`config.mk`:
```
export PLATFORM = sky130hd
export DESIGN_NAME = tx_symbol_upsampler
export DESIGN_NICKNAME = d
export VERILOG_FILES = /design/src/rtl/tx_pkg.sv /design/src/rtl/tx_symbol_upsampler_prbs_lfsr.sv /design/src/rtl/tx_symbol_upsampler.sv
export SDC_FILE = /design/constraint.sdc
export NUM_CORES = 1
export LEC_CHECK = 0
export CORE_MARGIN = 4
export CORE_UTILIZATION = 40
export DETAILED_ROUTE_END_ITERATION = 16
export GPL_TIMING_DRIVEN = 0
export PLACE_DENSITY = 0.74
export SYNTH_ARGS = -nofsm -noshare
export SYNTH_HDL_FRONTEND = slang
export SYNTH_SLANG_ARGS = --single-unit
export TNS_END_PERCENT = 1
```
`constraint.sdc`:
```
create_clock -name clk -period 2.4 [get_ports clk]
set_input_delay 0.6 -clock clk [delete_from_list [all_inputs] [get_ports clk]]
set_output_delay 0.6 -clock clk [all_outputs]
set_load 0.05 [all_outputs]
```
`src/rtl/tx_pkg.sv`:
```
// Shared TX constants: 4-ASK levels in 1s17, PRBS polynomial geometry and the Gray map.
// The pulse-shaping filter imports the same levels so both ends agree on full scale.
package tx_pkg;

    localparam int LFSR_WIDTH = 15;
    localparam logic [LFSR_WIDTH-1:0] LFSR_SEED_DEFAULT = 15'h0001;

    localparam logic signed [17:0] LVL_OUTER = 18'sd98304;
    localparam logic signed [17:0] LVL_INNER = 18'sd32768;

    // Gray order keeps adjacent levels one bit apart: 00, 01, 11, 10 from low to high.
    function automatic logic signed [17:0] map_4ask(
        input logic [1:0]        bits,
        input logic signed [17:0] outer = LVL_OUTER,
        input logic signed [17:0] inner = LVL_INNER
    );
        logic signed [17:0] level;
        level = '0;
        case (bits)
            2'b00:   level = -outer;
            2'b01:   level = -inner;
            2'b11:   level = inner;
            default: level = outer;
        endcase
        return level;
    endfunction

endpackage

```
`src/rtl/tx_symbol_upsampler_prbs_lfsr.sv`:
```
// Fibonacci LFSR for x^15+x^14+1 that consumes two bits per step2 pulse.
// bits shows the pair the next step2 will shift in, oldest bit in bits[1].
module prbs_lfsr
    import tx_pkg::*;
#(
    parameter int                WIDTH = LFSR_WIDTH,
    parameter logic [WIDTH-1:0]  SEED  = LFSR_SEED_DEFAULT
) (
    input  logic       clk,
    input  logic       reset,
    input  logic       step2,
    output logic [1:0] bits
);

    // An all-zero register would lock up, so a zero seed falls back to 1.
    localparam logic [WIDTH-1:0] SEED_EFF =
        (SEED == '0) ? {{(WIDTH-1){1'b0}}, 1'b1} : SEED;

    logic [WIDTH-1:0] lfsr;

    // Second feedback bit uses the taps as they sit after the first shift.
    assign bits = {lfsr[WIDTH-1] ^ lfsr[WIDTH-2], lfsr[WIDTH-2] ^ lfsr[WIDTH-3]};

    always_ff @(posedge clk or posedge reset) begin
        if (reset) begin
            lfsr <= SEED_EFF;
        end else if (step2) begin
            lfsr <= {lfsr[WIDTH-3:0], bits};
        end
    end

endmodule

```
`src/rtl/tx_symbol_upsampler.sv`:
```
// PRBS -> Gray 4-ASK -> zero-stuffing to the sample rate, feeding the TX filter's x_in.
// One level per symbol followed by UPSAMPLE-1 exact zeros; run=0 idles at phase 0.
module tx_symbol_upsampler #(
    parameter int                 UPSAMPLE  = 4,
    parameter logic [14:0]        SEED      = 15'h0001,
    parameter logic signed [17:0] LVL_OUTER = tx_pkg::LVL_OUTER,
    parameter logic signed [17:0] LVL_INNER = tx_pkg::LVL_INNER
) (
    input  logic                        clk,
    input  logic                        reset,
    input  logic                        samp_en,
    input  logic                        run,
    output logic signed [17:0]          x_out,
    output logic                        sym_strobe,
    output logic [1:0]                  sym_bits,
    output logic [$clog2(UPSAMPLE)-1:0] phase
);
    import tx_pkg::map_4ask;
    import tx_pkg::LFSR_WIDTH;

    localparam int PW = $clog2(UPSAMPLE);
    localparam logic [PW-1:0] PHASE_LAST = PW'(UPSAMPLE - 1);
    localparam logic [PW-1:0] PHASE_ONE  = PW'(1);

    logic       step2;
    logic [1:0] bits;

    assign step2 = samp_en && run && (phase == '0);

    prbs_lfsr #(
        .WIDTH (LFSR_WIDTH),
        .SEED  (SEED)
    ) u_prbs (
        .clk   (clk),
        .reset (reset),
        .step2 (step2),
        .bits  (bits)
    );

    // Leaving run drops the rest of the stuffed zeros; resuming starts a fresh symbol.
    always_ff @(posedge clk or posedge reset) begin
        if (reset) begin
            x_out      <= '0;
            sym_strobe <= 1'b0;
            sym_bits   <= '0;
            phase      <= '0;
        end else if (samp_en && run) begin
            if (phase == '0) begin
                x_out      <= map_4ask(bits, LVL_OUTER, LVL_INNER);
                sym_bits   <= bits;
                sym_strobe <= 1'b1;
                phase      <= PHASE_ONE;
            end else begin
                x_out      <= '0;
                sym_strobe <= 1'b0;
                phase      <= (phase == PHASE_LAST) ? '0 : phase + PHASE_ONE;
            end
        end else if (samp_en) begin
            x_out      <= '0;
            sym_strobe <= 1'b0;
            phase      <= '0;
        end else begin
            sym_strobe <= 1'b0;
        end
    end

endmodule

```
== Word level (Yosys, flattened, before mapping) ==
Cells that the tools add are included.
Operators by class
  $add $sub $neg: 1
  equal/unequal tests: 3
  mux-type cells: 10
  bitwise logic cells: 2
  reductions and logical operators: 6
Operators by type and width (number)
  $mux W18: 3
  $pmux W18 S3: 1
  $mux W2: 4
  $eq A2 B2 Y1 const B: 2
  $logic_not A2 Y1: 2
  $add A2 B1 Y2 const B: 1
  $eq A2 B1 Y1 const B: 1
  $logic_and A1 B1 Y1: 2
  $mux W1: 2
  $reduce_and A2 Y1: 1
  $reduce_bool A2 Y1: 1
  $xor A1 B1 Y1: 2
Word-level totals
  bits in registers: 38
  bits of input ports: 4
  output and inout port bits: 23

== Logic depth before layout (Yosys ltp) ==
  depth in word-level cells: 5
  gate-level depth with buffers: 5

== By module ==
Synthesis repeated with hierarchy kept, for this count alone.
Unflattened totals
  cells, all modules: 85
  area total of the unflattened synthesis: 1131.1 µm²
By module, submodules not included
  prbs_lfsr: times used 1, cells an instance 35, area an instance 635.6 µm²
  tx_symbol_upsampler: times used 1, cells an instance 50, area an instance 495.5 µm²

== Worst setup path after synthesis ==
No wires, ideal clock.
  path type: register to register
  start: register phase[0]
  end: register u_prbs.lfsr[2]
  library setup time: 125 ps
  arrival: 1589 ps
  path slack: 686 ps
  cell stages (with the launch flop): 6
  path buffers: 1
  clock period less this slack: 1714 ps
  cell sequence: dfrtp_1 > inv_1 > ha_1 > nand3_4 > buf_6 > mux2_4
Between the ends
  longest elaborated chain between the ends: 2
Ends and longest elaborated chain
  start: declaration: RTL line tx_symbol_upsampler.sv:16  | output logic [$clog2(UPSAMPLE)-1:0] phase
  start signal: assignment: RTL line tx_symbol_upsampler.sv:56  | phase <= (phase == PHASE_LAST) ? '0 : phase + PHASE_ONE;
  $logic_not A2 Y1: RTL line tx_symbol_upsampler.sv:28  | assign step2 = samp_en && run && (phase == '0);
  $logic_and A1 B1 Y1: RTL line tx_symbol_upsampler.sv:28
  end signal: assignment: RTL line tx_symbol_upsampler_prbs_lfsr.sv:28  | lfsr <= {lfsr[WIDTH-3:0], bits};
  end: declaration: RTL line tx_symbol_upsampler_prbs_lfsr.sv:19  | logic [WIDTH-1:0] lfsr;
Every way passes these cells.
A chain may end at the register's enable or synchronous reset.

==> flow_summary_export.csv <==
group,metric,value,unit
run_status,outcome,"completed",
routing,routed_wl,1580,um
pwr,power.density,1050,nW/um^2
sta,maxSlewViolCount,0,
cells_and_area,area_growth,21.9,%
floorplanning,coreArea,2480,um^2
sta,fin_setup_tns,0,ns
min_path,min_path_type,"reg2reg",
clock_tree,cts_hold_buf,0,
grt,grt_pass1_vias,610,
routing,post_drt_wl_per_cell,11.5,um
clock_tree,clock_latency,0.30,ns
clock_tree,cts_resized,0,
cells_and_area,fin_nets,114,
clock_tree,cts_buffers,3,
sta,hold_viol,0,
grt,antenna_found_initial,0,
floorplanning,die_x,58.9,um
logic_synthesis,yosys.area.top_type,"dfrtp_1",
routing,drt_iter0_markers,1,
sta,fin_crit,2.18,ns
grt,groute.usage.overall,10.4,%
logic_synthesis,yosysSeqAreaShare,53.3,%
logic_synthesis,synth_cell_types,19,
clock_tree,cts_setup_buffers,0,
floorplanning,pin_count,27,
place,hpwl,1170,um
sta,finClkSkew,0.00202,ns
routing,drcViolationCount,0,
logic_synthesis,synthTopCellsByArea,"dfrtp_1 51%, buf_4 12%, mux2_4 10%",
logic_synthesis,netlist_instances,79,
place,placed_cells,133,
logic_synthesis,avgSynthCellArea,13.1,um^2
worst_setup_path,critical_path_arrival,1.58,ns
sta,worst_slew_pin_slew,0.806,ns
grt,grt_max_degree,23,
pwr,total_power,0.00133,W
logic_synthesis,yosys_register_bits,22,
clock_tree,clk_pin_slew,0.12,ns
logic_synthesis,synth_top_cell_area_share,50.7,%
routing,vias,592,
sta,relSlewSlack,46.2,%
worst_setup_path,endpoint_kind,"output port",
routing,dr.pass1.iters,2,
floorplanning,initial_core_util,41.8,%
cells_and_area,instances_no_fill,137,
clock_tree,cts_tree,"yes",
routing,ant_nets,0,
logic_synthesis,syn_area,1040,um^2
routing,vias_per_cell,4.32,
sta,setup_ws,0.218,ns
place,place_congestion,0.711,
run,cap_violations,0,
cells_and_area,drive_above_1_share,36.4,%
sta,setup_viol,0,
clock_tree,cts.sinks,22,
grt,grt_pass1_wl,2650,um
cells_and_area,num_antenna_cells,0,
clock_tree,cts_root_buffer,"clkbuf_4",
pwr,ir_worst_vdd,539,uV
worst_setup_path,worstSetupPathType,"reg2out",
place,io_buffers,10,
sta,clock.fmax,458,MHz
grt,grt_overflow_total,0,
clock_tree,h-tree-depth,1,
sta,rsz0062_at_grt,"false",
floorplanning,die_h,58.9,um
clock_tree,cts_buffer_depth,2,
pwr,leakage,0.655,nW
floorplanning,rows,18,
floorplanning,dieArea,3470,um^2
worst_setup_path,cp_max_fo,3,
sta,hold_ws,0.516,ns
place,preCtsSetupSlack,0.448,ns
worst_setup_path,cp_data_required_time,1.80,ns
worst_setup_path,cp-start-kind,"flop",
sta,timing.final.crit_share,90.9,%
logic_synthesis,synth_warnings,0,
[cells by family (layout without fill, tap and decap cells)]
| logic type | Yosys count | after routing | share of synthesized area, % |
|---|---|---|---|
| compound gates | 10 | 10 | 5.56 |
| xor+xnor | 3 | 3 | 2.54 |
| fa+ha+maj | 2 | 2 | 2.42 |
| buf+inv | 25 | 39 | 15.9 |
| flops | 22 | 22 | 53.3 |
| mux | 14 | 14 | 17.8 |
| other cells | 1 | 15 | 0.362 |
| simple gates | 2 | 2 | 2.17 |
[cell usage in the layout (no fill, tap or decap), types with 3 or more instances in the layout]
cell type,instances
o21ai_0,3
mux2_4,7
mux2_2,7
inv_1,6
buf_4,17
clkbuf_4,3
conb_1,15
dfrtp_1,21
clkdlybuf4s50_1,10
[sequential cells by signal, summed over array words and instances, names as in the netlist]
signal       cells
phase            2
sym_bits         1
x_out            3
u_prbs.lfsr     15
sym_strobe       1
[report_power, final]
group	switching (W)	total, W	internal [W]	leakage, nW
registers	0.0000808	0.000582	0.000501	0.284
clock network	0.000107	0.000200	0.0000926	0.0210
logic	0.000297	0.000543	0.000246	0.350
[cells in the mapped netlist]
cell type and instances:
xnor2_1 2, a21oi_1 2, inv_1 6, o21ai_0 3, ha_1 2, mux2_4 7
o211ai_1 1, buf_6 1, nand3_4 1, xor2_1 1, o22ai_1 2, conb_1 1
a31oi_1 2, mux2_2 7, inv_2 1, dfrtp_1 21, dfstp_2 1, buf_4 17
nand3_1 1
[metal layers]
metal  up-vias  wire, um  global-route usage, %
li1        285         -                      -
met1       280       708                   12.5
met2        23       696                   15.8
met3         4       124                   2.63
met4         0        52                   8.41
met5         -         0                      0
[layout make-up]
type,count,area (um^2)
Inverter,7,26.3
Tap cell,30,37.5
Timing Repair Buffer,10,100
Sequential cell,22,552
Buffer,18,139
Clock buffer,4,36.3
Fill cell,242,1210
Multi-Input combinational cell,46,372
[worst paths after layout]
check | startpoint | to | slack, ns | cells after the start
hold / removal | u_prbs.lfsr[9] | u_prbs.lfsr[11] | 0.52 | 1
max in group asynchronous | reset | x_out[16] | 1.16 | 2
setup reg to reg | phase[0] | u_prbs.lfsr[1] | 0.92 | 5
setup / recovery | u_prbs.lfsr[1] | sym_bits[1] | 0.22 | 2
min in group asynchronous | reset | sym_strobe | 0.75 | 2
hold reg to reg | u_prbs.lfsr[9] | u_prbs.lfsr[11] | 0.52 | 1
[critical path, cell delays in order, from the launching register on]
cell and delay, ns:
dfrtp_1 0.38, buf_4 0.11, clkdlybuf4s50_1 0.79
[through the flow]
step,utilization (%),area (um^2)
floorplan,-,1090
global placement,49.5,1230
global route,51.0,1260
detailed placement,49.5,1230
CTS,51.0,1260
finish,51.0,1260
Note: power is estimated with default switching activity, not from simulation.
